**src/rtl/fetch_pkg.sv**
```systemverilog
// Shared types for the instruction fetch stage: queue entry layout, FSM states,
// the NOP used for faulting entries and the illegal-encoding check.
package fetch_pkg;

    localparam int unsigned FETCH_XLEN = 32;
    localparam logic [31:0] NOP_INSTR  = 32'h0000_0013;

    typedef enum logic [0:0] {
        StRun,
        StHalt
    } fetch_state_e;

    typedef struct packed {
        logic [FETCH_XLEN-1:0] pc;
        logic [31:0]           instr;
        logic                  iam;
        logic                  iaf;
        logic                  ii;
    } fetch_entry_t;

    // Anything that is not a 32-bit encoding, plus the all-zero and all-one words.
    function automatic logic is_illegal(input logic [31:0] data);
        return (data[1:0] != 2'b11) || (data == 32'h0000_0000) || (data == 32'hFFFF_FFFF);
    endfunction

endpackage

```
**src/rtl/fetch_queue.sv**
```systemverilog
// Two-entry registered FIFO between fetch and decode; entry 0 is always the head.
// Supports flush and a simultaneous push/pop, including on a full queue.
module fetch_queue
    import fetch_pkg::*;
(
    input  logic         clk_i,
    input  logic         rst_ni,
    input  logic         flush_i,
    input  logic         push_i,
    input  fetch_entry_t entry_i,
    input  logic         pop_i,
    output fetch_entry_t head_o,
    output logic         valid_o,
    output logic         full_o,
    output logic [1:0]   count_o
);

    fetch_entry_t e0_q, e0_d;
    fetch_entry_t e1_q, e1_d;
    logic [1:0]   cnt_q, cnt_d;
    logic         do_pop;
    logic         do_push;

    always_comb begin
        e0_d    = e0_q;
        e1_d    = e1_q;
        cnt_d   = cnt_q;
        do_pop  = pop_i && (cnt_q != 2'd0);
        do_push = push_i && ((cnt_q != 2'd2) || do_pop);
        if (flush_i) begin
            cnt_d = 2'd0;
        end else begin
            case ({do_push, do_pop})
                2'b10: begin
                    if (cnt_q == 2'd0) begin
                        e0_d = entry_i;
                    end else begin
                        e1_d = entry_i;
                    end
                    cnt_d = cnt_q + 2'd1;
                end
                2'b01: begin
                    e0_d  = e1_q;
                    cnt_d = cnt_q - 2'd1;
                end
                2'b11: begin
                    if (cnt_q == 2'd1) begin
                        e0_d = entry_i;
                    end else begin
                        e0_d = e1_q;
                        e1_d = entry_i;
                    end
                end
                default: begin
                end
            endcase
        end
    end

    always_ff @(posedge clk_i) begin
        if (!rst_ni) begin
            e0_q  <= '0;
            e1_q  <= '0;
            cnt_q <= 2'd0;
        end else begin
            e0_q  <= e0_d;
            e1_q  <= e1_d;
            cnt_q <= cnt_d;
        end
    end

    assign head_o  = e0_q;
    assign valid_o = (cnt_q != 2'd0);
    assign full_o  = (cnt_q == 2'd2);
    assign count_o = cnt_q;

endmodule

```
**src/rtl/fetch_stage.sv**
```systemverilog
// RISC-V instruction fetch: PC sequencing, imem handshake, stale-response dropping, fault flags.
// Optional build macro FETCH_PERF_CNT_EN adds perf_fetched / perf_stall counters.
module fetch_stage
    import fetch_pkg::*;
#(
    parameter int unsigned     XLEN     = FETCH_XLEN,
    parameter logic [XLEN-1:0] RESET_PC = '0
) (
    input  logic            CLK,
    input  logic            RESET,
    output logic            imem_req_valid,
    input  logic            imem_req_ready,
    output logic [XLEN-1:0] imem_req_addr,
    input  logic            imem_rsp_valid,
    input  logic [31:0]     imem_rsp_data,
    input  logic            imem_rsp_err,
    input  logic            redirect_valid,
    input  logic [XLEN-1:0] redirect_pc,
    input  logic            d_ready,
`ifdef FETCH_PERF_CNT_EN
    output logic [31:0]     perf_fetched,
    output logic [31:0]     perf_stall,
`endif
    output logic            f_valid,
    output logic [XLEN-1:0] f_pc,
    output logic [31:0]     f_instr,
    output logic            f_iam,
    output logic            f_iaf,
    output logic            f_ii
);

    fetch_state_e    state_q, state_d;
    logic [XLEN-1:0] pc_q, pc_d;
    logic [1:0]      out_q, out_d;
    logic [1:0]      drop_q, drop_d;

    fetch_entry_t    q_head;
    fetch_entry_t    push_entry;
    logic            q_valid;
    logic            q_full;
    logic [1:0]      q_count;
    logic            pop;
    logic            push;
    logic            fire;
    logic [2:0]      credit;
    logic            misalign_push;
    logic            rsp_push;
    logic [XLEN-1:0] rsp_pc;

    assign pop = q_valid && d_ready;

    // Counting this cycle's pop as free space keeps one request per cycle with 1-cycle memory.
    assign credit = {1'b0, out_q} + {1'b0, q_count} - {2'b00, pop};

    assign imem_req_valid = RESET && (state_q == StRun) && (pc_q[1:0] == 2'b00) &&
                            !redirect_valid && (credit < 3'd2);
    assign imem_req_addr  = pc_q;
    assign fire           = imem_req_valid && imem_req_ready;

    // Non-dropped in-flight requests are the newest ones, issued back to back ending at pc_q.
    assign rsp_pc = pc_q - {{(XLEN-4){1'b0}}, out_q, 2'b00};

    assign rsp_push      = imem_rsp_valid && (drop_q == 2'd0) && !redirect_valid;
    assign misalign_push = (state_q == StRun) && (pc_q[1:0] != 2'b00) && (out_q == 2'd0) &&
                           (drop_q == 2'd0) && !q_full && !redirect_valid;

    always_comb begin
        push       = 1'b0;
        push_entry = '0;
        if (rsp_push) begin
            push             = 1'b1;
            push_entry.pc    = rsp_pc;
            push_entry.instr = imem_rsp_err ? NOP_INSTR : imem_rsp_data;
            push_entry.iaf   = imem_rsp_err;
            push_entry.ii    = !imem_rsp_err && is_illegal(imem_rsp_data);
        end else if (misalign_push) begin
            push             = 1'b1;
            push_entry.pc    = pc_q;
            push_entry.instr = NOP_INSTR;
            push_entry.iam   = 1'b1;
        end
    end

    always_comb begin
        out_d   = out_q + {1'b0, fire} - {1'b0, imem_rsp_valid};
        pc_d    = fire ? (pc_q + 'd4) : pc_q;
        state_d = state_q;
        drop_d  = drop_q;
        if (imem_rsp_valid && (drop_q != 2'd0)) begin
            drop_d = drop_q - 2'd1;
        end
        if (push && (push_entry.iam || push_entry.iaf || push_entry.ii)) begin
            state_d = StHalt;
            drop_d  = out_d;
        end
        if (redirect_valid) begin
            pc_d    = redirect_pc;
            state_d = StRun;
            drop_d  = out_d;
        end
    end

    always_ff @(posedge CLK) begin
        if (!RESET) begin
            state_q <= StRun;
            pc_q    <= RESET_PC;
            out_q   <= 2'd0;
            drop_q  <= 2'd0;
        end else begin
            state_q <= state_d;
            pc_q    <= pc_d;
            out_q   <= out_d;
            drop_q  <= drop_d;
        end
    end

    fetch_queue u_queue (
        .clk_i   (CLK),
        .rst_ni  (RESET),
        .flush_i (redirect_valid),
        .push_i  (push),
        .entry_i (push_entry),
        .pop_i   (pop),
        .head_o  (q_head),
        .valid_o (q_valid),
        .full_o  (q_full),
        .count_o (q_count)
    );

    assign f_valid = q_valid;
    assign f_pc    = q_head.pc;
    assign f_instr = q_head.instr;
    assign f_iam   = q_head.iam;
    assign f_iaf   = q_head.iaf;
    assign f_ii    = q_head.ii;

`ifdef FETCH_PERF_CNT_EN
    logic [31:0] perf_fetched_q;
    logic [31:0] perf_stall_q;

    always_ff @(posedge CLK) begin
        if (!RESET) begin
            perf_fetched_q <= 32'd0;
            perf_stall_q   <= 32'd0;
        end else begin
            perf_fetched_q <= perf_fetched_q + {31'd0, pop};
            perf_stall_q   <= perf_stall_q + {31'd0, (q_valid && !d_ready)};
        end
    end

    assign perf_fetched = perf_fetched_q;
    assign perf_stall   = perf_stall_q;
`endif

endmodule

```
**config.mk**
```make
export PLATFORM = sky130hd
export DESIGN_NAME = fetch_stage
export DESIGN_NICKNAME = d
export VERILOG_FILES = /design/src/rtl/fetch_pkg.sv /design/src/rtl/fetch_queue.sv /design/src/rtl/fetch_stage.sv
export SDC_FILE = /design/constraint.sdc
export NUM_CORES = 1
export LEC_CHECK = 0
export ABC_AREA = 1
export CAP_MARGIN = 20
export CORE_MARGIN = 10
export CORE_UTILIZATION = 53
export DETAILED_ROUTE_END_ITERATION = 16
export PLACE_DENSITY = 0.79
export SKIP_LAST_GASP = 1
export SLEW_MARGIN = 20
export SYNTH_ARGS = -nofsm -noshare
export SYNTH_HDL_FRONTEND = slang
export SYNTH_SLANG_ARGS = --single-unit
```
**constraint.sdc**
```tcl
create_clock -name CLK -period 3.7 [get_ports CLK]
set_clock_uncertainty 0.15 [all_clocks]
set_input_delay 0.555 -clock CLK [delete_from_list [all_inputs] [get_ports CLK]]
set_output_delay 0.555 -clock CLK [all_outputs]
set_load 0.02 [all_outputs]
```
# == Yosys cells after proc, flatten, opt, wreduce, memory -nomap -nowiden ==
# Index checks and enable logic that the tools add are counted.
# word_totals
elab_cells,100
latch_bits,0
romBits,0
inputBits,71
reg_bits,173
out_inout_bits,101
mem_bits_rw,0
memories,0
# op_classes
n_eq_ne,11
bitwise,3
n_mul,0
n_mux,19
div_mod_pow,0
order_cmp,1
add_sub_neg,9
n_reduce_logical,42
shift,0
# op_table
op,n
$mux W67,4
$pmux W67 S3,1
$pmux W67 S2,1
$mux W32,3
$mux W65,1
$mux W64,1
$add A32 B3 Y32 const B,1
$eq A32 B32 Y1 const B,1
$logic_not A32 Y1,1
$sub A32 B4 Y32,1
$logic_and A1 B1 Y1,18
$reduce_bool A2 Y1,6
$logic_not A2 Y1,4
$mux W2,4
$ne A2 B2 Y1 const B,4
$eq A2 B2 Y1 const B,3
$reduce_bool A3 Y1,2
$logic_or A1 B1 Y1,5
$eq A2 B1 Y1 const B,2
$pmux W2 S2,1
$reduce_and A4 Y1,1
$sub A2 B1 Y2 const B,2
$add A2 B2 Y3,1
$logic_not A1 Y1,3
10 further kinds,14

# == Depth between registers and ports, before layout ==
# logic_depth
word_depth,13
mapped_depth,22
depth_no_buf,22

# == Hierarchy ==
# From an unflattened synthesis, not the netlist that was laid out.
# hier_totals
cells_unflattened,1737
area_unflattened_um2,10460.0
# by_module_without_submodules
module,seq_area_each_um2,cells_each,instances,area_per_inst_um2
fetch_queue,2722.6,979,1,6263.5
fetch_stage,740.7,758,1,4196.5

# == Worst setup path before layout ==
# No wires, ideal clock.
# synth_timing
path_kind,flip-flop to flip-flop
start,"register u_queue.cnt_q[0], in the netlist u_queue.count_o[0]"
end,register drop_q[1]
path_slack_ps,85
arrival_ps,3352
path_stages_with_launch,23
setup_ps,114
required_time_ps,3436
path_buffers,0
period_less_slack_ps,3615
cell_sequence,dfxtp_1 > inv_1 > ha_1 > inv_2 > nand2_1 > inv_2 > ha_1 > inv_1 > nand2_1 > fa_1 > inv_1 > nor2_1 > nand2_1 > nor3_4 > nand2_4 > ha_1 > inv_1 > ha_1 > xnor2_1 > xor2_1 > nand2_1 > nand2_1 > nor2_1
# synth_via
word_cells_on_any_way,23
cone_classes,4 x add/sub; 1 x order compare; 1 x eq/ne; 6 x mux; 11 x reduce/logical
# synth_lines
item,line_no,text
"start, declared",fetch_queue.sv:20,"logic [1:0] cnt_q, cnt_d;"
"start signal, assigned",fetch_queue.sv:68,cnt_q <= cnt_d;
$reduce_bool A2 Y1 (*),fetch_queue.sv:73,assign valid_o = (cnt_q != 2'd0);
named net f_valid,fetch_stage.sv:24,"output logic f_valid,"
$logic_and A1 B1 Y1 (*),fetch_stage.sv:50,assign pop = q_valid && d_ready;
$sub A3 B1 Y3 (*),fetch_stage.sv:53,"assign credit = {1'b0, out_q} + {1'b0, q_count} - {2'b00, pop};"
$lt A3 B2 Y1 (*),fetch_stage.sv:56,!redirect_valid && (credit < 3'd2);
$logic_and A1 B1 Y1 (*),fetch_stage.sv:56,
named net imem_req_valid,fetch_stage.sv:11,"output logic imem_req_valid,"
$logic_and A1 B1 Y1 (*),fetch_stage.sv:58,assign fire = imem_req_valid && imem_req_ready;
$add A2 B1 Y2 (*),fetch_stage.sv:85,"out_d = out_q + {1'b0, fire} - {1'b0, imem_rsp_valid};"
$sub A2 B1 Y2 (*),fetch_stage.sv:85,
$mux W2,fetch_stage.sv:92,if (push && (push_entry.iam || push_entry.iaf || push_entry.ii)) begin
$mux W2 (*),fetch_stage.sv:96,if (redirect_valid) begin
"end signal, assigned",fetch_stage.sv:113,drop_q <= drop_d;
"end, declared",fetch_stage.sv:35,"logic [1:0] drop_q, drop_d;"
# The timed path passes the listed nets; every way through them passes the cells marked *.
# A chain may end at the register's enable or synchronous reset.

# == Final worst setup path ==
# layout_timing
start,"register u_queue.cnt_q[1], in the netlist u_queue.count_o[1]"
end,register drop_q[1]
# layout_via
elab_chain_cells,11
word_cells_on_any_way,23
cone_classes,4 x add/sub; 1 x order compare; 1 x eq/ne; 6 x mux; 11 x reduce/logical
# layout_rtl
item
branches (longest 11 deep; another with $add A2 B2 Y3)
# Parallel ways; which one is timed is not known.

==> summary.txt <==
Finish
  • Area grow syn2layout: 25.4%
  • Fill cells: 1,536
  • Share of cells above drive strength 1: 6.40%
  • Nets: 1,624
  • Most frequent cells in the layout: 310 x nand2_1, 181 x nor2_1, 173 x dfxtp_1, 169 x clkdlybuf4s50_1, 168 x o21ai_0
  • Antenna Cells: 0
  • Final non-filler cell area: roughly 0.012 sq mm
  • Commonest non-fill, non-tap cell in the layout: nand2_1
  • Final core utilization: 67.9%

GRT
  • First-pass GRT wire length: between 40,000 and 50,000 um
  • Total global routing track utilization: about a quarter
  • Total congestion overflow: 0
  • Initial antenna violation count: 0
  • Vias in the first global route: about 9,000
  • Largest net degree at the start of global routing: between 100 and 150

Timing
  • Setup-failing EPs final: 0
  • Peak Freq: roughly 300 MHz
  • RSZ-0062 raised after global routing: no
  • Fin crit period: about 3400 ps
  • Max Transition Viols Final: 0
  • Slew @ Worst Pin: about 1100 ps
  • Final worst path period share: between 90% and 100%
  • Final Hold Viols: 0
  • Rel. slew slack: between 20% and 30%
  • Setup_tns: 0 ps

Critical path
  • Worst Path Required: roughly 3900 ps
  • Slowest Stage Delay on Critical Path: ~480 ps
  • Crit Path Max Fanout: 4
  • Crit. End Element: flop
  • CP arrival: around 3500 ps
  • Critical path's most frequent cell: nand2_1
  • Worst Setup Path Type: reg2reg
  • Slowest CP cell: fa_1
  • CP startpoint kind: flop
  • CP Cell Sequence: inv_1 > ha_4 > inv_2 > nand2_1 > inv_2 > ha_1 > inv_1 > nand2_1 > fa_1 > inv_1 > nor2_1 > nand2_1 > nor3_4 > nand2_4 > ha_1 > inv_1 > ha_1 > xnor2_2 > xor2_1 > nand2_1 > nand2_1 > nor2_1

Power and ir drop
  • NetSw: approximately 1.8 mW
  • Tot Pwr: 5.53 mW
  • Comb pwr share: 27.4%
  • Leakage: around 5 nW
  • Worst VDD drop: 0.451 mV
  • Flop pwr share: 40.7%
  • PD cells: ~470 mW/mm^2
  • Pint: between 3 and 4 mW
  • Sw frac: roughly a third
  • Clock power frac: 31.9%

Route
  • Final wirelength: 29,000 um
  • Initial DRC count: between 800 and 900
  • Post-DR wirelength/cell: between 15 and 20 um
  • Via count: around 9,800
  • TritonRoute pass-1 iters: 6
  • Routed vias/inst: between 5 and 6
  • Remaining DRCs: 0
  • Routed Antenna Nets: 0

Placed design
  • Number of port buffers: 171
  • RePlAce Congestion: ~1
  • Dpl cell area: 0.0112 sq mm
  • Hpwl dp: around 21,000 um

Floorplanning
  • Core box area: around 0.017 sq mm
  • # rows: between 40 and 50
  • Die area: 0.0234 sq mm
  • Die W: 153 um
  • Top Ports: 172
  • Die H: 153 um
  • Initial Util: 54.2%

CTS
  • Worst-skew pair later-pin latency: 430 ps
  • CTS Buf Count: 17
  • Clk sink count: about 170
  • Clock tree buffer depth: 2
  • CTS clock-pin slew for the worst setup and hold paths: about 70 ps
  • CTS tree: done
  • CTS H-tree lvls: 4
  • Root buffer cell: clkbuf_16

Synth
  • Area leader, netlist: dfxtp_1
  • Largest family of logic cells by synthesized area: simple AND/OR/NAND/NOR gates
  • Distinct cells, synth: 41
  • Post-synthesis mux area share: 0%
  • Xor/xnor cell area share of the yosys netlist: 2.06%
  • Simple-gate area share of the yosys netlist: 27.4%
  • Complex-gate fraction of the synthesized area: approximately 21%
  • Post-synthesis net count: ~1,500
  • Syn. warnings: 0
  • Sequential fraction of the synthesis area: a little under two fifths
  • Avg Inst Size Synth: roughly 6.6 sq um
  • Mapped cell area: between 0.009 and 0.01 sq mm
  • Cells after Synth: 1,410
  • Post-synth top area share: 37.0%
  • Post-Synth Adder-Cell Area: 2.43%
  • Synth top area cells: dfxtp_1 37%, nand2_1 12%, o21ai_0 9.0%
  • Synth Register Bits: between 150 and 200

Hold path
  • Hold Path Class: in2reg

Run
  • Max Cap Viol: 0

Status
  • Status: finished, final reports clean
==> critical path: cells and delay by family, from the launching register on <==
family	cells	cell delay, ps
simple gates	9	700
flops	1	310
xor+xnor	2	350
fa+ha+maj	5	1390
buf+inv	6	370
==> layout make-up <==
type,count,area [sq um],share of cell area (%)
Multi-Input combinational cell,998,4950,42.1
Sequential cell,173,3460,29.5
Timing Repair Buffer,193,1910,16.2
Inverter,153,577,4.91
Clock buffer,20,467,3.97
Tap cell,225,282,2.40
Clock inverter,11,109,0.926
==> cell usage after synthesis (all sizes together) <==
cell type and n:
xor2 20, a21oi 95, or2 3, nand3 60, o21ai 181, and3 1, o211ai 31, xnor2 2
inv 152, a31oi 22, o221ai 1, and2 1, nor2 192, a221oi 15, nand2 317, dfxtp 173
buf 40, clkbuf 46, ha 15, a22oi 1, fa 2, clkinv 1, nor3 22, nand4 12
o22ai 5
==> kinds of logic (layout without fill, tap and decap cells) <==
kind of cell	after synthesis	in the layout
compound gates	351	351
xor+xnor	22	22
fa+ha+maj	17	17
buf+inv	239	377
flops	173	173
simple gates	608	608
==> final timing paths <==
path | from | endpoint | slack (ps) | depth (start not counted)
setup reg to reg | u_queue.count_o[1]$_SDFFE_PP0P_ | drop_q[1]$_SDFFE_PN0P_ | 330 | 22
hold reg to reg | state_q$_SDFFE_PP0P_ | state_q$_SDFFE_PP0P_ | 330 | 2
hold / removal | RESET | imem_req_addr[14]$_SDFFE_PN0P_ | 310 | 3
setup / recovery | u_queue.count_o[1]$_SDFFE_PP0P_ | drop_q[1]$_SDFFE_PN0P_ | 330 | 22
==> repair_timing <==
| item | in CTS | in global routing |
|---|---|---|
| pin swaps | 0 | 1 |
| resized for setup | 1 | 6 |
| hold buffers | 0 | 0 |
| endpoints found under the hold margin | 0 | 0 |
| setup buffers | 0 | 0 |
| setup endpoints to repair | 1 | 2 |
==> power by group through the flow <==
stage	sequential, mW	combinational, mW	clock [mW]
floorplan	2.39	0.801	0
global placement	2.28	1.47	0
detailed placement	2.28	1.50	0
CTS	2.24	1.51	1.78
global route	2.27	1.68	1.87
finish	2.25	1.52	1.76
==> registers in the layout (all words and copies together) (netlist names) <==
name             count
u_queue.e1_q        67
u_queue.head_o      67
imem_req_addr       32
drop_q               2
out_q                2
u_queue.count_o      2
state_q              1
==> routing by layer <==
metal | track usage, % | vias up | wire (um)
li1 | - | 4866 | -
met1 | 31.6 | 4513 | 12900
met2 | 38.0 | 363 | 13400
met3 | 6.00 | 23 | 2310
met4 | 5.90 | 0 | 349
met5 | 0 | - | 0
==> per-stage QoR <==
step                worst slack [ps]  hold slack, ps  instances
floorplan                       84.6             292       1410
global placement                42.7             311       1742
detailed placement              8.23             320       1742
CTS                             67.2             293       1773
global route                    41.7             316       1773
finish                           328             308       1773
No activity file was read; power rests on OpenSTA's default activity.
